$ cat config.mk
export PLATFORM = sky130hd
export DESIGN_NAME = fsm_vec_driver_flat
export DESIGN_NICKNAME = d
export VERILOG_FILES = /design/src/rtl/fsm_vec_driver_pkg.sv /design/src/rtl/fsm_vec_driver_if.sv /design/src/rtl/fsm_vec_driver_vec_table.sv /design/src/rtl/fsm_vec_driver.sv /design/src/flat_wrapper.sv
export SDC_FILE = /design/constraint.sdc
export NUM_CORES = 1
export LEC_CHECK = 0
export BUFFER_PORTS_ARGS = -buffer_cell sky130_fd_sc_hd__buf_2
export CAP_MARGIN = 5
export CORE_MARGIN = 4
export CORE_UTILIZATION = 40
export DETAILED_ROUTE_END_ITERATION = 8
export PLACE_DENSITY = 0.65
export SLEW_MARGIN = 10
export SYNTH_ARGS = -nofsm -noshare
export SYNTH_HDL_FRONTEND = slang
export SYNTH_SLANG_ARGS = --single-unit
$ cat constraint.sdc
create_clock -name clk -period 3.5 [get_ports clk]
set_input_delay 0.525 -clock clk [delete_from_list [all_inputs] [get_ports clk]]
set_output_delay 0.525 -clock clk [all_outputs]
set_load 0.01 [all_outputs]
$ cat src/rtl/fsm_vec_driver_pkg.sv
// Shared definitions for the detector stimulus driver: FSM states and the
// bit layout of one vector-table entry.
package fsm_vec_driver_pkg;

  typedef enum logic [1:0] {
    ST_IDLE,
    ST_DRIVE,
    ST_DONE
  } state_t;

  // Entry layout: {hold, rpulse, chk, exp_y, x1, x2}
  localparam int X2_B     = 0;
  localparam int X1_B     = 1;
  localparam int EXP_B    = 2;
  localparam int CHK_B    = 3;
  localparam int RP_B     = 4;
  localparam int HOLD_LSB = 5;

  function automatic int entry_w(input int hold_w);
    return HOLD_LSB + hold_w;
  endfunction

endpackage

$ cat src/rtl/fsm_vec_driver_if.sv
// Host/table-programming and detector-facing signals of the vector driver.
interface fsm_vec_driver_if
  import fsm_vec_driver_pkg::*;
#(
  parameter int AW     = 4,
  parameter int HOLD_W = 4,
  parameter int CNT_W  = 8
);
  localparam int ENTRY_W = entry_w(HOLD_W);

  logic               wr_en;
  logic [AW-1:0]      wr_addr;
  logic [ENTRY_W-1:0] wr_data;
  logic [AW:0]        len;
  logic               start;
  logic               busy;
  logic               done;
  logic               x1;
  logic               x2;
  logic               dut_rst;
  logic               y;
  logic [CNT_W-1:0]   err_cnt;
  logic [CNT_W-1:0]   y_ones;
  logic               fail;

  modport master (
    output wr_en, wr_addr, wr_data, len, start, y,
    input  busy, done, x1, x2, dut_rst, err_cnt, y_ones, fail
  );

  modport slave (
    input  wr_en, wr_addr, wr_data, len, start, y,
    output busy, done, x1, x2, dut_rst, err_cnt, y_ones, fail
  );

endinterface

$ cat src/rtl/fsm_vec_driver_vec_table.sv
// Vector table: DEPTH x W register file, one synchronous write port and
// one asynchronous read port. Contents are not reset.
module fsm_vec_driver_vec_table #(
  parameter int DEPTH = 16,
  parameter int AW    = 4,
  parameter int W     = 9
) (
  input  logic          clk,
  input  logic          we,
  input  logic [AW-1:0] waddr,
  input  logic [W-1:0]  wdata,
  input  logic [AW-1:0] raddr,
  output logic [W-1:0]  rdata
);

  logic [W-1:0] mem [DEPTH];

  always_ff @(posedge clk) begin
    if (we) mem[waddr] <= wdata;
  end

  assign rdata = mem[raddr];

endmodule

$ cat src/rtl/fsm_vec_driver.sv
// Stimulus source for two-input detector FSMs: plays a table of {x1,x2}
// vectors, optionally pulses the detector reset, and scores the sampled y.
module fsm_vec_driver
  import fsm_vec_driver_pkg::*;
#(
  parameter int DEPTH  = 16,
  parameter int AW     = 4,
  parameter int HOLD_W = 4,
  parameter int CNT_W  = 8
) (
  input logic           clk,
  input logic           rst,
  fsm_vec_driver_if.slave bus
);

  localparam int                ENTRY_W  = entry_w(HOLD_W);
  localparam logic [AW:0]       DEPTH_L  = (AW+1)'(DEPTH);
  localparam logic [AW:0]       LEN_ONE  = (AW+1)'(1);
  localparam logic [AW-1:0]     IDX_ONE  = AW'(1);
  localparam logic [HOLD_W-1:0] HOLD_ONE = HOLD_W'(1);
  localparam logic [CNT_W-1:0]  CNT_ONE  = CNT_W'(1);

  state_t             state;
  logic [AW-1:0]      idx;
  logic [AW:0]        len_q;
  logic [AW:0]        len_c;
  logic [HOLD_W-1:0]  hold_cnt;
  logic               cur_exp;
  logic               cur_chk;
  logic               cur_rp;
  logic [AW-1:0]      rd_addr;
  logic [ENTRY_W-1:0] rd_data;
  logic               tbl_we;
  logic               last_step;
  logic               y_hit;
  logic               mismatch;

  logic               busy_q;
  logic               done_q;
  logic               x1_q;
  logic               x2_q;
  logic               dut_rst_q;
  logic [CNT_W-1:0]   err_q;
  logic [CNT_W-1:0]   ones_q;
  logic               fail_q;

  assign tbl_we = bus.wr_en & ~busy_q;

  fsm_vec_driver_vec_table #(
    .DEPTH (DEPTH),
    .AW    (AW),
    .W     (ENTRY_W)
  ) u_table (
    .clk   (clk),
    .we    (tbl_we),
    .waddr (bus.wr_addr),
    .wdata (bus.wr_data),
    .raddr (rd_addr),
    .rdata (rd_data)
  );

  // Read port looks one entry ahead while driving so the next step loads
  // on the same edge the current one ends, leaving no gap between steps.
  always_comb begin
    len_c   = (bus.len > DEPTH_L) ? DEPTH_L : bus.len;
    rd_addr = (state == ST_DRIVE) ? idx + IDX_ONE : '0;
  end

  assign last_step = ({1'b0, idx} == len_q - LEN_ONE);
  assign y_hit     = bus.y & ~cur_rp;
  assign mismatch  = cur_chk & ~cur_rp & (bus.y != cur_exp);

  always_ff @(posedge clk) begin
    if (rst) begin
      state     <= ST_IDLE;
      idx       <= '0;
      len_q     <= '0;
      hold_cnt  <= '0;
      cur_exp   <= 1'b0;
      cur_chk   <= 1'b0;
      cur_rp    <= 1'b0;
      busy_q    <= 1'b0;
      done_q    <= 1'b0;
      x1_q      <= 1'b0;
      x2_q      <= 1'b0;
      dut_rst_q <= 1'b0;
      err_q     <= '0;
      ones_q    <= '0;
      fail_q    <= 1'b0;
    end else begin
      done_q <= 1'b0;
      case (state)
        ST_IDLE: begin
          if (bus.start) begin
            if (len_c != '0) begin
              state     <= ST_DRIVE;
              busy_q    <= 1'b1;
              len_q     <= len_c;
              idx       <= '0;
              err_q     <= '0;
              ones_q    <= '0;
              fail_q    <= 1'b0;
              hold_cnt  <= rd_data[ENTRY_W-1:HOLD_LSB];
              cur_exp   <= rd_data[EXP_B];
              cur_chk   <= rd_data[CHK_B];
              cur_rp    <= rd_data[RP_B];
              x1_q      <= rd_data[X1_B];
              x2_q      <= rd_data[X2_B];
              dut_rst_q <= rd_data[RP_B];
            end else begin
              state  <= ST_DONE;
              done_q <= 1'b1;
            end
          end
        end
        ST_DRIVE: begin
          if (hold_cnt != '0) begin
            hold_cnt <= hold_cnt - HOLD_ONE;
          end else begin
            if (y_hit && ones_q != '1) ones_q <= ones_q + CNT_ONE;
            if (mismatch) begin
              fail_q <= 1'b1;
              if (err_q != '1) err_q <= err_q + CNT_ONE;
            end
            if (last_step) begin
              state     <= ST_DONE;
              busy_q    <= 1'b0;
              done_q    <= 1'b1;
              x1_q      <= 1'b0;
              x2_q      <= 1'b0;
              dut_rst_q <= 1'b0;
            end else begin
              idx       <= idx + IDX_ONE;
              hold_cnt  <= rd_data[ENTRY_W-1:HOLD_LSB];
              cur_exp   <= rd_data[EXP_B];
              cur_chk   <= rd_data[CHK_B];
              cur_rp    <= rd_data[RP_B];
              x1_q      <= rd_data[X1_B];
              x2_q      <= rd_data[X2_B];
              dut_rst_q <= rd_data[RP_B];
            end
          end
        end
        ST_DONE: state <= ST_IDLE;
        default: state <= ST_IDLE;
      endcase
    end
  end

  assign bus.busy    = busy_q;
  assign bus.done    = done_q;
  assign bus.x1      = x1_q;
  assign bus.x2      = x2_q;
  assign bus.dut_rst = dut_rst_q;
  assign bus.err_cnt = err_q;
  assign bus.y_ones  = ones_q;
  assign bus.fail    = fail_q;

endmodule
$ cat src/flat_wrapper.sv
// flat-port wrapper written by rule: the top's interface ports become plain ports
module fsm_vec_driver_flat import fsm_vec_driver_pkg::*;
#(
  parameter int DEPTH  = 16,
  parameter int AW     = 4,
  parameter int HOLD_W = 4,
  parameter int CNT_W  = 8
)
  (clk, rst, bus_wr_en, bus_wr_addr, bus_wr_data, bus_len, bus_start, bus_y, bus_busy, bus_done, bus_x1, bus_x2, bus_dut_rst, bus_err_cnt, bus_y_ones, bus_fail);
  fsm_vec_driver_if #(.AW(AW), .HOLD_W(HOLD_W), .CNT_W(CNT_W)) bus_i ();
  input logic clk;
  input logic rst;
  input wire logic [$bits(bus_i.wr_en)-1:0] bus_wr_en;
  input wire logic [$bits(bus_i.wr_addr)-1:0] bus_wr_addr;
  input wire logic [$bits(bus_i.wr_data)-1:0] bus_wr_data;
  input wire logic [$bits(bus_i.len)-1:0] bus_len;
  input wire logic [$bits(bus_i.start)-1:0] bus_start;
  input wire logic [$bits(bus_i.y)-1:0] bus_y;
  output wire logic [$bits(bus_i.busy)-1:0] bus_busy;
  output wire logic [$bits(bus_i.done)-1:0] bus_done;
  output wire logic [$bits(bus_i.x1)-1:0] bus_x1;
  output wire logic [$bits(bus_i.x2)-1:0] bus_x2;
  output wire logic [$bits(bus_i.dut_rst)-1:0] bus_dut_rst;
  output wire logic [$bits(bus_i.err_cnt)-1:0] bus_err_cnt;
  output wire logic [$bits(bus_i.y_ones)-1:0] bus_y_ones;
  output wire logic [$bits(bus_i.fail)-1:0] bus_fail;
  assign bus_i.wr_en = bus_wr_en;
  assign bus_i.wr_addr = bus_wr_addr;
  assign bus_i.wr_data = bus_wr_data;
  assign bus_i.len = bus_len;
  assign bus_i.start = bus_start;
  assign bus_i.y = bus_y;
  assign bus_busy = bus_i.busy;
  assign bus_done = bus_i.done;
  assign bus_x1 = bus_i.x1;
  assign bus_x2 = bus_i.x2;
  assign bus_dut_rst = bus_i.dut_rst;
  assign bus_err_cnt = bus_i.err_cnt;
  assign bus_y_ones = bus_i.y_ones;
  assign bus_fail = bus_i.fail;
  fsm_vec_driver #(.DEPTH(DEPTH), .AW(AW), .HOLD_W(HOLD_W), .CNT_W(CNT_W)) u_core (.clk(clk), .rst(rst), .bus(bus_i));
endmodule
# Word-level counts from Yosys, hierarchy flattened
# Memories as Yosys holds them, arrays and structs flattened.
# Index checks and enable logic that the tools add are counted.
totals:
  register_bits: 40
  latchBits: 0
  mem_bits_rw: 144
  romBits: 0
  output_inout_bits: 22
  elab_cells: 127
  mem_count: 1
mem_list:
  columns: ["name", "depth", "word_bits", "read_ports", "rd_ports_with_merged_regs", "wr", "line_no", "source"]
  rows:
  - ["u_core.u_table.mem", 16, 9, 1, 0, 1, "fsm_vec_driver_vec_table.sv:16", "logic [W-1:0] mem [DEPTH];"]
classes:
  n_addsub: 5
  n_mul: 0
  div_mod_pow: 0
  order_cmp: 1
  eq_ne: 14
  shift: 0
  n_mux: 71
  n_bitwise: 6
  n_reduce_logical: 14
op_table:
  columns: ["op", "count"]
  rows:
  - ["$mux 8", 7]
  - ["$mux 1", 36]
  - ["$mux 4", 9]
  - ["$pmux 8 s2", 2]
  - ["$reduce_and 5->1", 4]
  - ["$pmux 1 s2", 9]
  - ["$add 8x1->8 const B", 2]
  - ["$ne 8x8->1 const B", 2]
  - ["$pmux 4 s2", 2]
  - ["$ne 2x2->1 const B", 5]
  - ["$mux 2", 4]
  - ["$reduce_and 4->1", 2]
  - ["$ne 2x1->1 const B", 3]
  - ["$reduce_and 3->1", 2]
  - ["$reduce_and 6->1", 1]
  - ["$eq 4x5->1", 1]
  - ["$gt 5x5->1 const B", 1]
  - ["$mux 5", 1]
  - ["$reduce_bool 5->1", 1]
  - ["$sub 5x1->5 const B", 1]
  - ["$add 4x1->4 const B", 1]
  - ["$and 1x1->1", 4]
  - ["$pmux 2 s2", 1]
  - ["$reduce_bool 4->1", 1]
  - ["other kinds (8)", 9]

# Depth between registers and ports, before layout
logic_depth:
  word_depth: 6
  ltp_mapped: 9
  ltp_nobuf: 8

# By module
# From an unflattened synthesis, not the netlist that was laid out.
unflattened:
  hier_cells: 510
  hier_area_um2: 7775.0
by_module_without_submodules:
  columns: ["module", "instances", "cells_per_inst", "area_per_inst_um2"]
  rows:
  - ["fsm_vec_driver_vec_table", 1, 245, 5600.4]
  - ["fsm_vec_driver", 1, 265, 2174.6]

# Worst setup path before layout
# Ideal clock, no wire load.
synth_timing:
  path_type: "input-to-reg"
  startpoint: "input bus_wr_en"
  endpoint: "memory u_core.u_table.mem[0][0] (enable)"
  arrival_ns: 1.628
  slack_ns: 1.485
  cell_stages: 3
  cell_sequence: "nand2b_1 > or3_1 > nor3_1"
synth_between:
  elab_chain_cells: 3
synth_lines:
  columns: ["item", "line_no", "source"]
  rows:
  - ["start, declared", "flat_wrapper.sv:13", "input wire logic [$bits(bus_i.wr_en)-1:0] bus_wr_en;"]
  - ["$and 1x1->1", "fsm_vec_driver.sv:47", "assign tbl_we = bus.wr_en & ~busy_q;"]
  - ["$mux 1", "fsm_vec_driver_vec_table.sv:19", "if (we) mem[waddr] <= wdata;"]
  - ["$mux 1 (implied by the code)", "fsm_vec_driver_vec_table.sv:19", null]
  - ["end, declared", "fsm_vec_driver_vec_table.sv:16", null]
# No other way between the ends.

# Worst setup path after layout
layout_timing:
  startpoint: "register u_core.idx[0]"
  endpoint: "register u_core.hold_cnt[2]"
layout_between:
  elab_chain_cells: 6
  elab_cells_between_ends: 11
  classes_between: "add/sub (1); eq/ne (2); mux (6); reduce/logical (1); memory (1)"
layout_lines:
  columns: ["item", "line_no", "source"]
  rows:
  - ["start, declared", "fsm_vec_driver.sv:24", "logic [AW-1:0] idx;"]
  - ["start signal, assigned", "fsm_vec_driver.sv:133", "idx <= idx + IDX_ONE;"]
  - ["$add 4x1->4", "fsm_vec_driver.sv:66", "rd_addr = (state == ST_DRIVE) ? idx + IDX_ONE : '0;"]
  - ["$mux 4", "fsm_vec_driver.sv:66", null]
  - ["$mem_v2 16x9", null, null]
  - ["$mux 4, on equally long branches", "fsm_vec_driver.sv:125, fsm_vec_driver.sv:95", null]
  - ["$mux 4, on equally long branches", "fsm_vec_driver.sv:117, fsm_vec_driver.sv:94", null]
  - ["$pmux 4 s2", "fsm_vec_driver.sv:92", "case (state)"]
  - ["end signal, assigned", "fsm_vec_driver.sv:103", "hold_cnt <= rd_data[ENTRY_W-1:HOLD_LSB];"]
  - ["end signal, assigned", "fsm_vec_driver.sv:118", "hold_cnt <= hold_cnt - HOLD_ONE;"]
  - ["end signal, assigned", "fsm_vec_driver.sv:134", "hold_cnt <= rd_data[ENTRY_W-1:HOLD_LSB];"]
  - ["end, declared", "fsm_vec_driver.sv:27", "logic [HOLD_W-1:0] hold_cnt;"]
# Several ways; a longest one is shown, not always the timed one. The select of a mux whose other input is x is not followed.
# A chain may end at the register's enable or synchronous reset.

==> run metrics <==
status=finished, final reports clean; CP Capture Type=register; main flop type after synthesis=edfxtp_1; total chip power=0.00484 W; Setup crit start kind=register; Vias=5,418; Post-Synth Adder-Cell Area=0.00781; Final Hold Fails=0; Cell Chain, Critical Path=buf_4 > and3_1 > mux2i_2 > o21ai_0 > a21oi_1 > o31ai_1 > a21oi_1; total global routing overflow=0; synthesis-to-finish area growth=14.0%; sequential share of the synthesized area=0.640; cell count after synthesis=602; die footprint=0.0224 mm2; largest net degree at the start of global routing=51; commonest cells after routing, fill and taps aside=edfxtp_1 (144), nor2_1 (60), buf_2 (44); Initial Util=0.409; hold_ws=0.387 ns; Final Max Tran Viols=0; Slew HR=0.326; Worst VDD drop=0.328 mV; vias in the first global route=5,199; Crit Path Max Fanout=50; placed insts=896; antenna violations before repair=0; Post-Synth XOR/XNOR Area=0.0208; WP buf/inv=1; area of the core=0.0196 mm2; area of the multi-input gates=0.00267 mm2; syn_area_per_cell=13.3 um2; Synthesized Nets=630; CTS tree=done; Layout Cells excl Fill=928; total track usage=0.178; Routed Antenna Nets=0; EDFF count, synth=144; CP top delay family=compound AO/OA/AOI/OAI gates; Worst Path Required=3.86 ns; Pwr per Cell Area=530 mW/mm2; CTS max path bufs=2; Clk Latency, worst-skew pair=0.43 ns; Worst-path clk slew=0.07 ns; via/cell ratio=5.84; setup violators final=0; WL/cell=21.0 um; final worst-path cycle share=0.779; drc violations=0; share of layout cells above drive strength 1=0.183; sequential cell area=0.00513 mm2; Post-CTS Setup Repair Bufs=0; Tmin final=2.73 ns; RSZ-0062 raised after global routing=no; critical path arrival=3.08 ns; count of hold-fix buffers inserted at cts=0; Layout Utilization=0.466; CP max-delay cell=mux2i_2; kind of critical path=reg -> reg; Max Cap Viol=0; DP Wirelength=13.1 mm; CTS sink count=184; I/O Pins=45; largest family of logic cells by synthesized area=simple AND/OR/NAND/NOR gates; crit-path most repeated cell=a21oi_1; fin nets=678; complex-gate fraction of the synthesized area=0.112; Rows=51; CTS Buf Count=17; ant diodes=0; Clock Skews=0.00823 ns; first-pass GRT wire length=30.0 mm; mux cell area share after synthesis=0.0695; Synth Register Bits=184; hold crit path type=in -> reg; Die Span Y=150 um; final WL=19.5 mm; Placer Congestion=0.912; Starting DRT DRC Count=536; actual slew at the worst max-slew pin=1.01 ns; Worst path max stage delay=0.66 ns; commonest non-fill, non-tap cell in the layout=edfxtp_1; asr flop ratio synth=0; simple-gate share of the synthesized area=0.123; DRT Pass-1 Iters=5; post_cts resized=0; Filler cells=1,738; CTS root buf=clkbuf_16; synth warn=0; CTS HTree Levels=4; port bufs=44; Die X-Extent=150 um; setup tns final=0 ns; Max Clock Freq=367 MHz; mapped cell area=0.00801 mm2; synth unique cells=72; leak pwr=3.10 nW
==> worst register-to-register path, stage by stage, from the launching register on <==
cell and delay [ns]:
dfxtp_2 0.33, buf_4 0.52, and3_1 0.36, mux2i_2 0.66
o21ai_0 0.19, a21oi_1 0.28, o31ai_1 0.14, a21oi_1 0.19
==> layout make-up <==
| cell class | instances | share of cell area |
|---|---|---|
| clock inverters | 15 | 0.0216 |
| inverters | 13 | 0.00534 |
| clock buffers | 17 | 0.0466 |
| multi-input cells | 375 | 0.293 |
| flip-flops and latches | 184 | 0.561 |
| repair buffers | 59 | 0.0364 |
| well taps | 265 | 0.0363 |
==> state kept, by name, indices dropped and copies added (netlist names), 2 cells and up <==
signal and count:
u_core.u_table.mem 144, u_core.bus.err_cnt 8, u_core.bus.y_ones 8, u_core.len_q 5, u_core.hold_cnt 4, u_core.idx 4, u_core.state 2
==> worst paths after layout <==
path	start	end	slack (ns)	cells after the start
worst max-delay path	u_core.idx[0]$_SDFFE_PP0P_	u_core.hold_cnt[2]$_SDFFE_PP0P_	0.77	7
worst min-delay path	bus_len[0]	u_core.len_q[0]$_SDFFE_PP0P_	0.39	3
worst max register to register	u_core.idx[0]$_SDFFE_PP0P_	u_core.hold_cnt[2]$_SDFFE_PP0P_	0.77	7
worst min register to register	u_core.bus.dut_rst$_SDFFE_PP0P_	u_core.bus.dut_rst$_SDFFE_PP0P_	0.48	2
==> logic make-up after synthesis <==
kind of cell	Yosys count
adder cells (fa/ha/maj)	5
buffers and inverters	43
AND/OR/NAND/NOR	189
flip-flops	184
XOR/XNOR	19
multiplexers	45
AO/OA/AOI/OAI	117
==> routing by layer <==
metal,global-route usage,wire (um),vias up
met5,0,0,-
met4,0.0563,436,0
met3,0.0478,1600,34
met2,0.277,8880,254
met1,0.245,8580,2708
li1,-,-,2422
==> where the power goes <==
| part | total [W] | switching, W | internal (W) |
|---|---|---|---|
| logic | 0.000425 | 0.000269 | 0.000156 |
| registers | 0.00243 | 0.0000322 | 0.00239 |
| clock network | 0.00199 | 0.000848 | 0.00114 |
| total | 0.00484 | 0.00115 | 0.00369 |
==> metrics by stage <==
step,area [um2],setup slack [ns]
after floorplan,8010,1.49
after detailed placement,8510,0.863
after global placement,8510,0.887
final,9140,0.775
after global routing,9140,0.695
after CTS,9140,0.848
==> cell usage after synthesis, types with 3 or more instances <==
master,n,area (um2)
a21oi_1,25,125
o31ai_1,3,22.5
and4_1,3,26.3
o21a_1,3,22.5
o21ai_1,5,25.0
and2_1,3,18.8
inv_1,10,37.5
o221ai_1,3,26.3
mux2_2,12,135
nand3_1,11,55.1
buf_4,5,37.5
xor2_1,13,114
a2bb2oi_1,6,52.6
nand2b_1,18,113
o21ai_0,10,50.1
o2bb2ai_1,7,61.3
buf_2,15,75.1
nor3_1,12,60.1
a221oi_1,7,61.3
mux4_2,7,158
nand3b_1,6,45.0
o311ai_1,3,26.3
a211oi_1,3,22.5
clkbuf_1,7,26.3
edfxtp_1,144,4320
nor2_1,60,225
ha_1,5,62.6
dfxtp_1,40,801
and3_1,7,43.8
a31oi_1,3,18.8
nor3b_1,4,30.0
o311a_1,4,40.0
o22ai_1,5,31.3
a221o_1,3,30.0
or3_1,8,50.1
o211ai_1,3,22.5
nand4_1,9,56.3
xnor2_1,6,52.6
mux2i_1,25,250
a222oi_1,4,40.0
nand2_1,35,131
Power figures use the tool's default switching activity.
